## src/rtl/amplitude_writeback.sv

```systemverilog
`default_nettype none
// ----------------------------------------------------------------------------
// amplitude_writeback: buffers updated amplitudes, prunes near-zero terms and
// writes survivors to the amplitude RAM, reporting per-gate term count. rev 1.0
// ----------------------------------------------------------------------------
module amplitude_writeback #(
  parameter int NUM_QUBIT   = 4,
  parameter int COMPLEX_BIT = 24,
  parameter int FP_BIT      = 22,
  parameter int FIFO_DEPTH  = 4,
  parameter int PRUNE_LSB   = 8
) (
  input  logic                       clk,
  input  logic                       rst_n,
  input  logic                       in_valid_i,
  output logic                       in_ready_o,
  input  logic [2*COMPLEX_BIT-1:0]   in_amplitude_i,
  input  logic [NUM_QUBIT-1:0]       in_basis_index_i,
  input  logic                       in_last_i,
  output logic                       ram_write_en_o,
  input  logic                       ram_ready_i,
  output logic [NUM_QUBIT-1:0]       ram_write_addr_o,
  output logic [2*COMPLEX_BIT-1:0]   ram_write_data_o,
  output logic [NUM_QUBIT-1:0]       ram_write_basis_o,
  output logic                       gate_done_o,
  output logic [NUM_QUBIT:0]         num_terms_o,
  output logic                       overflow_o
);

  localparam int AW = $clog2(FIFO_DEPTH);
  localparam int DW = 2 * COMPLEX_BIT;
  localparam int EW = DW + NUM_QUBIT + 2;
  localparam logic [NUM_QUBIT:0] MAX_TERMS = {1'b1, {NUM_QUBIT{1'b0}}};

  if (FP_BIT > COMPLEX_BIT) begin : g_fp_check
    $error("FP_BIT must not exceed COMPLEX_BIT");
  end

  typedef enum logic [1:0] {S_IDLE = 2'd0, S_ACTIVE = 2'd1, S_DONE = 2'd2} state_t;

  state_t                 state_q, state_d;
  logic [EW-1:0]          mem_q [FIFO_DEPTH];
  logic [AW:0]            wr_ptr_q, rd_ptr_q;
  logic                   en_q, en_d, last_q, last_d;
  logic [NUM_QUBIT-1:0]   addr_q, addr_d, basis_q, basis_d;
  logic [DW-1:0]          data_q, data_d;
  logic [NUM_QUBIT:0]     cnt_q, cnt_d, num_terms_q, num_terms_d;
  logic                   ovf_q, ovf_d;

  // A value is prunable when every bit from PRUNE_LSB upward is a sign copy.
  logic [COMPLEX_BIT-1:PRUNE_LSB] re_hi, im_hi;
  logic                   in_zero;
  assign re_hi   = in_amplitude_i[DW-1:COMPLEX_BIT+PRUNE_LSB];
  assign im_hi   = in_amplitude_i[COMPLEX_BIT-1:PRUNE_LSB];
  assign in_zero = ((&re_hi) | ~(|re_hi)) & ((&im_hi) | ~(|im_hi));

  logic                   empty, full, push, accept, free, pop;
  logic                   out_done, head_ends, load, drop, pop_done, done;
  logic [EW-1:0]          head;
  logic                   head_last, head_zero;
  logic [NUM_QUBIT-1:0]   head_basis;
  logic [DW-1:0]          head_amp;
  logic [NUM_QUBIT:0]     base;

  assign empty = (wr_ptr_q == rd_ptr_q);
  assign full  = ((wr_ptr_q ^ rd_ptr_q) == {1'b1, {AW{1'b0}}});
  assign push  = in_valid_i && !full;

  assign head       = mem_q[rd_ptr_q[AW-1:0]];
  assign head_last  = head[EW-1];
  assign head_zero  = head[EW-2];
  assign head_basis = head[DW +: NUM_QUBIT];
  assign head_amp   = head[DW-1:0];

  assign accept   = en_q && ram_ready_i;
  assign free     = !en_q || ram_ready_i;
  assign out_done = accept && last_q;
  // Terms popped in the same cycle the previous gate's last write retires
  // already belong to the next gate and therefore count from zero.
  assign base      = out_done ? '0 : cnt_q;
  assign head_ends = head_last && (head_zero || base == MAX_TERMS);
  // Hold back a gate-ending discard for one cycle so two gates never finish together.
  assign pop      = !empty && free && !(out_done && head_ends);
  assign load     = pop && !head_zero && (base != MAX_TERMS);
  assign drop     = pop && !head_zero && (base == MAX_TERMS);
  assign pop_done = pop && head_last && !load;
  assign done     = out_done || pop_done;

  always_comb begin
    en_d    = en_q;
    addr_d  = addr_q;
    data_d  = data_q;
    basis_d = basis_q;
    last_d  = last_q;
    if (load) begin
      en_d    = 1'b1;
      addr_d  = base[NUM_QUBIT-1:0];
      data_d  = head_amp;
      basis_d = head_basis;
      last_d  = head_last;
    end else if (accept) begin
      en_d = 1'b0;
    end
  end

  always_comb begin
    cnt_d       = pop_done ? '0 : base + (NUM_QUBIT+1)'(load);
    num_terms_d = done ? cnt_q : num_terms_q;
    ovf_d       = ((state_q == S_DONE) ? 1'b0 : ovf_q) | drop;
  end

  always_comb begin
    state_d = state_q;
    if (done) begin
      state_d = S_DONE;
    end else begin
      case (state_q)
        S_IDLE:   if (push) state_d = S_ACTIVE;
        S_ACTIVE: state_d = S_ACTIVE;
        S_DONE:   state_d = (!empty || push || en_d) ? S_ACTIVE : S_IDLE;
        default:  state_d = S_IDLE;
      endcase
    end
  end

  always_ff @(posedge clk) begin
    if (push) mem_q[wr_ptr_q[AW-1:0]] <= {in_last_i, in_zero, in_basis_index_i, in_amplitude_i};
  end

  always_ff @(posedge clk or negedge rst_n) begin
    if (!rst_n) begin
      state_q     <= S_IDLE;
      wr_ptr_q    <= '0;
      rd_ptr_q    <= '0;
      en_q        <= 1'b0;
      last_q      <= 1'b0;
      addr_q      <= '0;
      data_q      <= '0;
      basis_q     <= '0;
      cnt_q       <= '0;
      num_terms_q <= '0;
      ovf_q       <= 1'b0;
    end else begin
      state_q     <= state_d;
      wr_ptr_q    <= wr_ptr_q + (AW+1)'(push);
      rd_ptr_q    <= rd_ptr_q + (AW+1)'(pop);
      en_q        <= en_d;
      last_q      <= last_d;
      addr_q      <= addr_d;
      data_q      <= data_d;
      basis_q     <= basis_d;
      cnt_q       <= cnt_d;
      num_terms_q <= num_terms_d;
      ovf_q       <= ovf_d;
    end
  end

  assign in_ready_o        = !full;
  assign ram_write_en_o    = en_q;
  assign ram_write_addr_o  = addr_q;
  assign ram_write_data_o  = data_q;
  assign ram_write_basis_o = basis_q;
  assign gate_done_o       = (state_q == S_DONE);
  assign num_terms_o       = num_terms_q;
  assign overflow_o        = ovf_q;

endmodule
`default_nettype wire

```

## config.mk

```make
export PLATFORM = sky130hd
export DESIGN_NAME = amplitude_writeback
export DESIGN_NICKNAME = d
export VERILOG_FILES = /design/src/rtl/amplitude_writeback.sv
export SDC_FILE = /design/constraint.sdc
export NUM_CORES = 1
export LEC_CHECK = 0
export BUFFER_PORTS_ARGS = -buffer_cell sky130_fd_sc_hd__buf_2
export CAP_MARGIN = 20
export CORE_ASPECT_RATIO = 0.8
export CORE_UTILIZATION = 52
export CTS_CLUSTER_SIZE = 30
export DETAILED_ROUTE_END_ITERATION = 16
export GPL_TIMING_DRIVEN = 0
export PLACE_DENSITY = 0.75
export SLEW_MARGIN = 20
export SYNTH_ARGS = -nofsm -noshare
export SYNTH_HDL_FRONTEND = slang
export SYNTH_SLANG_ARGS = --single-unit
```

## constraint.sdc

```tcl
create_clock -name clk -period 5.92 [get_ports clk]
set_clock_uncertainty 0.2 [all_clocks]
set_input_delay 1.184 -clock clk [delete_from_list [all_inputs] [get_ports clk]]
set_output_delay 1.184 -clock clk [all_outputs]
set_load 0.05 [all_outputs]
```

==> summary.md <==
| Metric | Value |
|---|---|
| PD cells | 605.2 nW/um^2 |
| Fill count | 1417 |
| Routability cong. | 0.7505 |
| Core box area | 20760 sq um |
| Initial Util | 53.20% |
| Leak pwr | 4.876 nW |
| CP Buf/Inv Count | 3 |
| Final slew viol count | 0 |
| Antenna violations before repair | 0 |
| Share of cells above drive strength 1 | 44.08% |
| Drc violations | 0 |
| Min-Delay Path Class | reg -> reg |
| R2r setup slk | 2.76 ns |
| MaxCap Viol Count | 0 |
| Sink Count | 293 |
| Vias per cell | 5.628 |
| Syn Area/Cell | 21.57 sq um |
| CP top delay family | buffers and inverters |
| Post-CTS resize count | 0 |
| #FFs+latches synth | 293 |
| Area Growth Syn to Fin | 19.28% |
| Post-DP HPWL | 13.50 mm |
| Async SR Flop Fraction | 26.28% |
| Crit end category | output pin |
| Syn Nets | 575 |
| Setup bufs post-CTS | 0 |
| Clk buf depth | 3 |
| Clock slew at reported path FFs | 0.06 ns |
| Clock Latency Late Sink | 0.54 ns |
| EDFF count, synth | 216 |
| Die Y-Extent | 132.4 microns |
| Worst Hold Depth | 1 |
| Mapped Area | 11040 sq um |
| Fmax | 289.4 MHz |
| Max transition margin | 39.74% |
| Status | complete, no violations |
| Total GRT Usage | 19.58% |
| Commonest cells after routing, fill and taps aside | 216 x edfxtp_1, 127 x buf_2, 77 x dfrtp_1 |
| Final net count | 741 |
| RR Endpoint | mem_q[1][14] |
| Commonest non-fill, non-tap cell in the layout | edfxtp_1 |
| CP startpoint kind | register |
| Tmin final | 3.455 ns |
| Drt total wl | 20.70 mm |
| Num rows | 47 |
| DP Worst Slack | 2.402 ns |
| Worst R2R Path Depth | 8 |
| Critical path cell sequence | buf_6 > buf_2 > xnor2_1 > nand3_1 > buf_2 |
| Worst-Margin Slew | 0.9038 ns |
| Diode count | 0 |
| Worst Path Required | 4.54 ns |
| Clock root cell | clkbuf_16 |
| Die area | 21830 sq um |
| Worst setup margin | 2.465 ns |
| Worst path slowest cell | dfrtp_1 |
| Cell variety after synth | 39 |
| Final Hold Fails | 0 |
| Overflow after GRT | 0 |
| Critical Path AT | 2.07 ns |
| RR Startpoint | rd_ptr_q[0] |
| First-pass GRT wire length | 31.81 mm |
| Pin count of the biggest net entering global routing | 47 |
| Fin crit share | 58.37% |
| Register area | 8413 sq um |
| Sequential element share of the synthesized area | 76.18% |
| Hold EP | rd_ptr_q[2] |
| # port buffers | 121 |
| Synth Instances | 512 |
| Hold_buf cts | 0 |
| Pre-antenna DRT Iters | 5 |
| Hold path start | rd_ptr_q[2] |
| Setup TNS | 0 ns |
| # setup viols final | 0 |
| Via Count | 5459 |
| # IOs | 122 |
| Critical path class | reg -> out |
| Final ANT Viol Nets | 0 |
| RSZ-0062 raised after global routing | no |
| Crit-path most repeated cell | buf_2 |
| Total CTS buffers | 29 |
| Starting DRT DRC Count | 330 |
| WL/cell | 21.34 microns |
| Die X-Extent | 164.9 microns |
| CTS tree | yes |
| Critical Path Max Stage Delay | 0.40 ns |
| Yosys warns | 0 |
| Vias in the first global route | 5661 |
| H-tree depth | 1 |
| Multi-input gate area | 2537 sq um |
| Worst-case vdd ir drop | 0.0004670 V |
| CP Max Fanout | 10 |
| Synth Flop Type | edfxtp_1 |
[per-layer routing]
layer	global-route usage, %	vias up	wire, microns
met5	0	-	0
met4	4.179	0	348
met3	4.026	30	1485
met2	30.81	190	9756
met1	28.63	2815	9109
li1	-	2424	-
[worst max path at each step]
stage	startpoint	to	slack (ns)	cells after the start
after floorplan	rd_ptr_q[0]	mem_q[2][0]	1.47	6
after global placement	in_valid_i	mem_q[2][11]	0.10	3
after detailed placement	ram_ready_i	cnt_q[4]	2.40	12
after CTS	rd_ptr_q[0]	in_ready_o	2.40	5
after global routing	rd_ptr_q[0]	in_ready_o	2.31	5
final	rd_ptr_q[0]	in_ready_o	2.46	5
[registers in the layout (all words and copies together) (netlist names), 2 cells and up]
register,count
mem_q,216
rd_ptr_q,3
state_q,2
ram_write_addr_o,4
wr_ptr_q,3
ram_write_basis_o,4
ram_write_data_o,48
num_terms_o,5
cnt_q,5
[final cells by class]
class / count / share of cell area, %
inverters: 8 / 0.2279
plain buffers: 19 / 0.7788
repair buffers: 135 / 6.240
clock inverters: 9 / 0.5794
multi-input cells: 192 / 19.26
clock buffers: 45 / 6.496
flip-flops and latches: 293 / 63.86
well taps: 269 / 2.555
[per-stage QoR]
step                      cell area, sq um  hold WS (ns)  util, %  total power, mW  cells
final                                13170        0.2855    63.46            7.973    970
after global routing                 13170        0.3126    63.46            8.339    970
after CTS                            13170        0.2900    63.46            8.057    970
after detailed placement             12240        0.2823    58.97            6.289    916
after global placement               12000        0.2759    57.81            6.122    902
after floorplan                      11060        0.2604        -            5.441    512
[kinds of logic after synthesis]
logic type	share of synthesized area [%]
buffers and inverters	1.201
and+or+nand+nor	2.673
muxes	17.65
xor gates and xnor gates	0.7818
AOI/OAI and AO/OA	0.8384
adders and majority gates	0.6797
DFF	76.18
[worst register-to-register path, delay by kind of cell, from the launching register on]
kind          cells  cell delay (ns)
simple gates      3             1.06
flops             1             0.40
buf+inv           4             1.07
xor+xnor          1             0.13
[synth_stat cells, types with 2 or more instances]
cell      instances  area (sq um)
edfxtp_1        216          6486
nand2_1           6         22.52
ha_1              6         75.07
mux4_2           54          1216
nand3_1           5         25.02
o21ai_0           2         10.01
nor3_1            3         15.01
mux2i_1           2         20.02
or4_1             2         15.01
and2_1            2         12.51
nor3b_1           2         15.01
xor2_1            6         52.55
nor2_1            3         11.26
inv_1             8         30.03
buf_6             3         33.78
nor2b_1           3         18.77
buf_2             7         35.03
dfrtp_1          77          1927
nand4_1          10         62.56
mux2_4           10         150.1
clkbuf_1          6         22.52
buf_1             3         11.26
xnor2_1           2         17.52
and3_1            2         12.51
mux2_2           50         563.0
nor4_1            9         56.30
[power by group]
part	internal (mW)	switching, mW
Combinational	1.25	1.86
Sequential	2.86	0.242
Clock	1.03	0.729
Total	5.14	2.83
Power figures use the tool's default switching activity.
